File: src/rtl/parca_uretici.sv
// Piece source for the tetris block: one 3-bit piece code per clock from an
// 8-bit Fibonacci LFSR, halted by game over, paused by stack height.
module parca_uretici #(
   parameter logic [7:0] TOHUM     = 8'h01,
   parameter logic [7:0] MAX_PARCA = 8'd200,
   parameter logic [3:0] ESIK      = 4'd12
) (
   input  logic       clk,
   input  logic       rst,
   input  logic       basla,
   input  logic       bitti_mi,
   input  logic [3:0] yukseklik,
   output logic [2:0] parca,
   output logic       parca_gecerli,
   output logic [2:0] sonraki,
   output logic [7:0] sayac,
   output logic [1:0] durum
);

   localparam logic [1:0] BOSTA = 2'b00;
   localparam logic [1:0] CALIS = 2'b01;
   localparam logic [1:0] BITTI = 2'b10;

   logic [1:0] durum_q, durum_d;
   logic [7:0] lfsr_q, lfsr_d;
   logic [7:0] sayac_q, sayac_d;
   logic [2:0] parca_q, parca_d;
   logic       gecerli_q, gecerli_d;

   logic [7:0] lfsr_sonraki;
   logic [7:0] sayac_art;
   logic       duraklat;

   // Code 000 means "no piece", so a zero LFSR slice maps to type 1.
   function automatic logic [2:0] map_f(input logic [2:0] x);
      return (x == 3'b000) ? 3'b001 : x;
   endfunction

   assign lfsr_sonraki = {lfsr_q[6:0],
                          lfsr_q[7] ^ lfsr_q[5] ^ lfsr_q[4] ^ lfsr_q[3]};
   assign sayac_art    = sayac_q + 8'd1;
   assign duraklat     = (yukseklik >= ESIK);

   always_comb begin
      durum_d   = durum_q;
      lfsr_d    = lfsr_q;
      sayac_d   = sayac_q;
      parca_d   = 3'b000;
      gecerli_d = 1'b0;
      unique case (durum_q)
         BOSTA: begin
            if (basla) begin
               durum_d = CALIS;
               sayac_d = 8'd0;
            end
         end
         CALIS: begin
            if (bitti_mi) begin
               durum_d = BITTI;
            end else if (!duraklat) begin
               parca_d   = map_f(lfsr_q[2:0]);
               gecerli_d = 1'b1;
               lfsr_d    = lfsr_sonraki;
               sayac_d   = sayac_art;
               if (sayac_art == MAX_PARCA) begin
                  durum_d = BITTI;
               end
            end
         end
         BITTI: begin
            // LFSR is deliberately not reseeded on restart.
            if (basla) begin
               durum_d = CALIS;
               sayac_d = 8'd0;
            end
         end
         default: begin
            durum_d = BOSTA;
         end
      endcase
   end

   always_ff @(posedge clk) begin
      if (rst) begin
         durum_q   <= BOSTA;
         lfsr_q    <= TOHUM;
         sayac_q   <= 8'd0;
         parca_q   <= 3'b000;
         gecerli_q <= 1'b0;
      end else begin
         durum_q   <= durum_d;
         lfsr_q    <= lfsr_d;
         sayac_q   <= sayac_d;
         parca_q   <= parca_d;
         gecerli_q <= gecerli_d;
      end
   end

   assign parca         = parca_q;
   assign parca_gecerli = gecerli_q;
   assign sonraki       = map_f(lfsr_q[2:0]);
   assign sayac         = sayac_q;
   assign durum         = durum_q;

endmodule
File: config.mk
export PLATFORM = sky130hd
export DESIGN_NAME = parca_uretici
export DESIGN_NICKNAME = d
export VERILOG_FILES = /design/src/rtl/parca_uretici.sv
export SDC_FILE = /design/constraint.sdc
export NUM_CORES = 1
export LEC_CHECK = 0
export CAP_MARGIN = 20
export CORE_AREA = 2 2 53 55
export CTS_BUF_LIST = sky130_fd_sc_hd__clkbuf_8
export DETAILED_ROUTE_END_ITERATION = 10
export DIE_AREA = 0 0 55 57
export PLACE_DENSITY = 0.68
export SLEW_MARGIN = 20
export SYNTH_ARGS = -nofsm -noshare
export SYNTH_HDL_FRONTEND = slang
export SYNTH_SLANG_ARGS = --single-unit
File: constraint.sdc
create_clock -name clk -period 2.1 [get_ports clk]
set_clock_uncertainty 0.2 [all_clocks]
set_input_delay 0.42 -clock clk [delete_from_list [all_inputs] [get_ports clk]]
set_output_delay 0.42 -clock clk [all_outputs]
set_load 0.05 [all_outputs]
==> results.cfg <==
[setup_path]
cp_data_required_time_ns = 1.48
start_kind = flip-flop
max_stage_delay_ns = 0.80
crit_path_top_delay_cell = clkdlybuf4s50_1
worst-endpoint-arrival_ns = 1.38
crit_chain = clkdlybuf4s50_1
path_delay_family = buffers and inverters
crit_buf_inv = 1
reg2reg_slack_ns = 0.38
path_class = reg2out
path_max_fanout = 1
cp-end-kind = output port

[run_status]
outcome = completed

[floorplan]
die-area_sq_um = 3135
initial_utilization_pct = 42.78
die_w_microns = 55
io_pins = 25
die_h_microns = 57
core_area_sq_um = 2615
rows = 19

[synth]
syn_nets = 140
synthCells = 131
synth.avg_cell_area_sq_um = 8.539
ys_seq_area_share_pct = 39.37
synth_seq_cells = 22
synthesis.area_sq_um = 1119
yosys_most_used_dff = dfxtp_1
ys_warn_count = 0
synth.top_cell.area_share_pct = 39.37
synth.distinct_cells = 36
synthTopCellsByArea = dfxtp_1 39%, nand3_1 6.3%, a21oi_1 4.9%, o211ai_1 4.7%, nand4_1 4.5%
synth_top_cell_by_area = dfxtp_1
synth_edf_count = 0
synthArstFlopShare_pct = 0

[clock_network]
numCtsBuffers = 3
root_buffer = clkbuf_8
path_clk_slew_ns = 0.08
clock_latency_ns = 0.26
cts.sinks = 22
postCtsHoldBufs = 0
cts-htree-levels = 1
post_cts_buffers = 0
clk_path_buf_depth = 2
cts_resized = 0
cts_tree = done

[finish]
utilization_pct = 56.51
num_antenna_cells = 0
final_cell_area_sq_um = 1478
syn2layout_area_growth_pct = 32.10
final_nets = 164
instances_no_fill = 185
fill_cells = 255
layout-drive-gt1-share_pct = 20.13

[detailed_routing]
dr.pass1.iters = 4
route.detailed.drc = 0
viasPerCell = 5.805
wl_per_cell_microns = 15.23
drtIter0Drc = 24
drt_wl_total_microns = 2817
ant_nets = 0
via_count = 1074

[sta]
fmax_mhz = 498.9
grt_setup_unrepaired = false
min_period_ns = 2.004
hold_viol = 0
setup_violations = 0
setup_tns_ns = 0
worstMarginPinSlew_ns = 0.5071
fin_crit_sh_pct = 95.44
timing.slew.headroom_pct = 66.09
maxSlewViolCount = 0

[global_routing]
grt_pass1_wl_microns = 4692
antenna_found_initial = 0
grt_pass1_vias = 1023
track_usage_pct = 19.85
grt-ovfl-total = 0
grt_max_degree = 26

[power]
peakVddDrop_mv = 0.4733
total_power_uw = 938.0
p_per_area_nw_per_um2 = 634.8
leakage_uw = 0.0005597

[placement]
dpl_cell_area_sq_um = 1406
io_buffer_count = 22
place.gp.congestion = 0.8297
hpwl_microns = 1907
dp.cells = 181

[flow_run]
max-cap-violations = 0

[min_path]
holdCritPathClass = reg2reg
[flip-flops by register name, indices dropped and copies added, names as in the netlist]
name           count
durum              2
lfsr_q             8
parca              3
parca_gecerli      1
sayac              8
[metal layers]
metal  global-route usage, %  part of all wire [%]  vias up
met1                   26.64                    47      515
met2                   32.14                    50       17
met5                       0                     0        -
met3                   3.927                   3.1        2
met4                   5.226                  0.60        0
li1                        -                     -      540
[cell families after synthesis]
group / share of synthesized area [%]
flops: 39.37
xor+xnor: 2.349
compound gates: 22.04
fa+ha+maj: 1.118
mux: 1.007
simple gates: 29.75
buf+inv: 4.363
[path summary, 6_finish.rpt]
path | start | end | cells past startpoint
min reg2reg | lfsr_q[6] | lfsr_q[7] | 2
max | parca[0] | parca[0] | 1
max reg2reg | durum[0] | sayac[0] | 4
min | lfsr_q[6] | lfsr_q[7] | 2
[synthesized netlist by cell type, types with 2 or more instances]
master and instances:
nor2_1 3, dfxtp_1 22, nor2b_1 4, o21ai_1 9
o211ai_1 7, xnor2_1 3, nor3b_1 4, and2_1 5
clkbuf_1 11, nand4_1 8, nand2_1 3, nand3_1 14
a211oi_1 2, nand2b_1 2, and3_1 3, a21oi_1 11
[where the power goes]
group | leakage, uW | internal [uW] | total [uW] | switching, uW
logic | 0.000346 | 45.7 | 114 | 67.8
registers | 0.000178 | 423 | 430 | 6.44
clock network | 0.0000357 | 255 | 395 | 140
total | 0.000560 | 723 | 938 | 215
[layout by cell type, fill, tap and decap left out, types with 2 or more instances in the layout]
cell type / Yosys / routed
clkdlybuf4s50_1: 0 / 9
nor2b_1: 4 / 4
xnor2_1: 3 / 3
clkbuf_8: 0 / 3
o211ai_1: 7 / 7
a21oi_1: 11 / 11
nand4_1: 8 / 8
nand3_1: 14 / 14
nor2_1: 3 / 3
buf_4: 1 / 19
o21ai_1: 9 / 9
and2_1: 5 / 5
nand2_1: 3 / 3
dfxtp_1: 22 / 22
and3_1: 3 / 3
nand2b_1: 2 / 2
buf_12: 0 / 3
nor3b_1: 4 / 3
a211oi_1: 2 / 2
[stage by stage]
step | hold slack [ns] | worst slack (ns)
finish | 0.2706 | 0.09577
global route | 0.3164 | 0.05055
CTS | 0.2723 | 0.08718
detailed placement | 0.2604 | -0.05211
global placement | 0.2466 | -0.02428
floorplan | 0.2423 | 0.02510
[final cells by class]
class	count	area (sq um)	share of cell area, %
multi-input combinational	97	634.4	42.93
sequential	22	440.4	29.81
timing repair buffer	31	292.8	19.81
clock buffer	3	41.29	2.794
tap	31	38.79	2.625
clock inverter	1	30.03	2.032
Power figures use the tool's default switching activity.
==> RTL edit (config.mk and constraints unchanged) <==
Add an input register stage for `basla`, `bitti_mi` and `yukseklik`, without a reset; this delays them by one clock.
--- a/src/rtl/parca_uretici.sv
+++ b/src/rtl/parca_uretici.sv
@@ -21,6 +21,16 @@
    localparam logic [1:0] CALIS = 2'b01;
    localparam logic [1:0] BITTI = 2'b10;
 
+   logic basla_q;
+   logic bitti_mi_q;
+   logic [3:0] yukseklik_q;
+
+   always_ff @(posedge clk) begin
+      basla_q     <= basla;
+      bitti_mi_q  <= bitti_mi;
+      yukseklik_q <= yukseklik;
+   end
+
    logic [1:0] durum_q, durum_d;
    logic [7:0] lfsr_q, lfsr_d;
    logic [7:0] sayac_q, sayac_d;
@@ -39,7 +49,7 @@
    assign lfsr_sonraki = {lfsr_q[6:0],
                           lfsr_q[7] ^ lfsr_q[5] ^ lfsr_q[4] ^ lfsr_q[3]};
    assign sayac_art    = sayac_q + 8'd1;
-   assign duraklat     = (yukseklik >= ESIK);
+   assign duraklat     = (yukseklik_q >= ESIK);
 
    always_comb begin
       durum_d   = durum_q;
@@ -49,13 +59,13 @@
       gecerli_d = 1'b0;
       unique case (durum_q)
          BOSTA: begin
-            if (basla) begin
+            if (basla_q) begin
                durum_d = CALIS;
                sayac_d = 8'd0;
             end
          end
          CALIS: begin
-            if (bitti_mi) begin
+            if (bitti_mi_q) begin
                durum_d = BITTI;
             end else if (!duraklat) begin
                parca_d   = map_f(lfsr_q[2:0]);
@@ -69,7 +79,7 @@
          end
          BITTI: begin
             // LFSR is deliberately not reseeded on restart.
-            if (basla) begin
+            if (basla_q) begin
                durum_d = CALIS;
                sayac_d = 8'd0;
             end
Check against the original RTL: not equivalent (a bounded check fails within 4 cycles, from zero or initial values and one cycle with rst high).
==> RTL edit against the original RTL <==
- count of clock-buffer cells in the layout up 1
- clock power down 22%
- first-iteration DRC count down 63%
- die area unchanged
- combinational power down 20%
- area after synthesis down 4.7%
- sequential cell count up 4
- setup slack better by 5.4 ps
- design area down 9.3%
- power down 2.6%
- routed wire length down 27%
- critical path type unchanged
==> RTL edit: results <==
set metrics [dict create \
    status "completed" \
    track_usage 0.1461 \
    synth_top_area_frac 0.4883 \
    fill_cells 270 \
    synthAdderAreaFrac 0.01174 \
    grt_max_degree 15 \
    hp-class "register to register" \
    synth_cell_types 34 \
    ys_warn_count 0 \
    maxSlewHeadroom 0.6647 \
    crit_slowest_cell "clkdlybuf4s50_1" \
    hold_depth 2 \
    post_drt_wl_per_cell_um 11.90 \
    cts_resized 0 \
    cts_htree_levels 1 \
    p_int_w 0.0007056 \
    synth-main-ff-cell "dfxtp_1" \
    drive_gt1_frac 0.1915 \
    rrSetupSlack_ps 340 \
    ys_top_cells_by_area "dfxtp_1 (49%), a21oi_1 (7.5%), nand2_1 (7.4%)" \
    synth.mux.area_fraction 0.009390 \
    cts.clk_slew.worst_paths_ps 80 \
    synth.yosys.seq_area_share 0.4883 \
    antenna_found_initial 0 \
    r2r_cells 5 \
    grt_pass1_wl_um 3408 \
    nets 151 \
    drtPass1Iterations 3 \
    grt_pass1_vias 743 \
    drtIter0Drc 9 \
    io_buffers 22 \
    clockBufferDepth 2 \
    numCtsBuffers 3 \
    synth-compound-area-share 0.2230 \
    antenna_cells 0 \
    total_leakage_power_nw 0.4883 \
    ys_async_sr_fraction 0 \
    synth_common_cells "dfxtp_1 (26), nand2_1 (21), a21oi_1 (16)" \
    routabilityCongestion 0.7299 \
    syn-num-nets 127 \
    critPathMaxStageDelay_ps 800 \
    post_cts_buffers 0 \
    root_buffer "clkbuf_8" \
    clock_latency_ps 260 \
    cpLargestDelayFamily "buffers and inverters" \
    max-vdd-ir-drop_uv 319.0 \
    cp.arrival_ps 1380 \
    fin_hold_ws_ps 261.3 \
    synthXorXnorAreaFrac 0.02465 \
    vias 858 \
    place_hpwl_um 1545 \
    critical_path.max_fanout 1 \
]
## RTL edit: cell count changes in the layout (fill, tap and decap cells not counted), sizes merged, moves of 3 or more
cell | before | now
nor2 | 3 | 8
buf | 22 | 17
nand3 | 14 | 4
nor2b | 4 | 1
nand2 | 3 | 21
dfxtp | 22 | 26
nand4 | 8 | 1
nor3b | 4 | 1
o21ai | 9 | 3
a21oi | 11 | 17
o211ai | 8 | 0
## RTL edit: logic make-up (layout without fill, tap and decap cells)
logic type / after synthesis / after routing
xor gates and xnor gates: 3 / 3
buffers and inverters: 7 / 30
and+or+nand+nor: 47 / 47
AOI/OAI and AO/OA: 33 / 33
muxes: 1 / 1
adders and majority gates: 1 / 1
DFF: 26 / 26
## RTL edit: per-stage QoR
stage	worst slack [ps]	cell area (µm²)	power, W	std cells
5_1_grt	64.30	1340	0.0009544	172
4_1_cts	84.71	1340	0.0009242	172
3_3_place_gp	360.6	1285	0.0006148	168
2_1_floorplan	124.0	1066	0.0005863	118
3_5_place_dp	305.9	1285	0.0006165	168
6_report	101.2	1340	0.0009133	172
## RTL edit: power by group through the flow
stage / clock (W) / combinational [W] / sequential, W
6_report: 0.000309 / 0.0000915 / 0.000513
5_1_grt: 0.000340 / 0.0000991 / 0.000515
4_1_cts: 0.000319 / 0.0000921 / 0.000513
3_5_place_dp: 0 / 0.0000918 / 0.000525
3_3_place_gp: 0 / 0.0000904 / 0.000524
2_1_floorplan: 0 / 0.0000472 / 0.000539
## RTL edit: worst reg2reg max path, stage by stage (launching register included)
cell	delay, ps
dfxtp_1	390
or3b_1	410
a21oi_2	110
buf_4	200
a21oi_1	90
a211oi_1	270
## RTL edit: area by class of cell
cell class                      count  area share
Clock buffer                        4     0.04108
Multi-Input combinational cell     85      0.3791
Sequential cell                    26      0.3884
Tap cell                           31     0.02894
Timing Repair Buffer               26      0.1625
## RTL edit: path summary, 6_finish.rpt
| check | from | endpoint |
|---|---|---|
| max | parca[2] | parca[2] |
| min | lfsr_q[6] | lfsr_q[7] |
| max reg2reg | durum[0] | sayac[4] |
| min reg2reg | lfsr_q[6] | lfsr_q[7] |
## RTL edit: routing by layer
layer  GRT usage  part of all wire  wire length, µm
met1      0.2020              0.47              967
met2      0.2279              0.48              991
met3     0.03141             0.035               71
met4     0.04181            0.0078               16
met5           0                 0                0
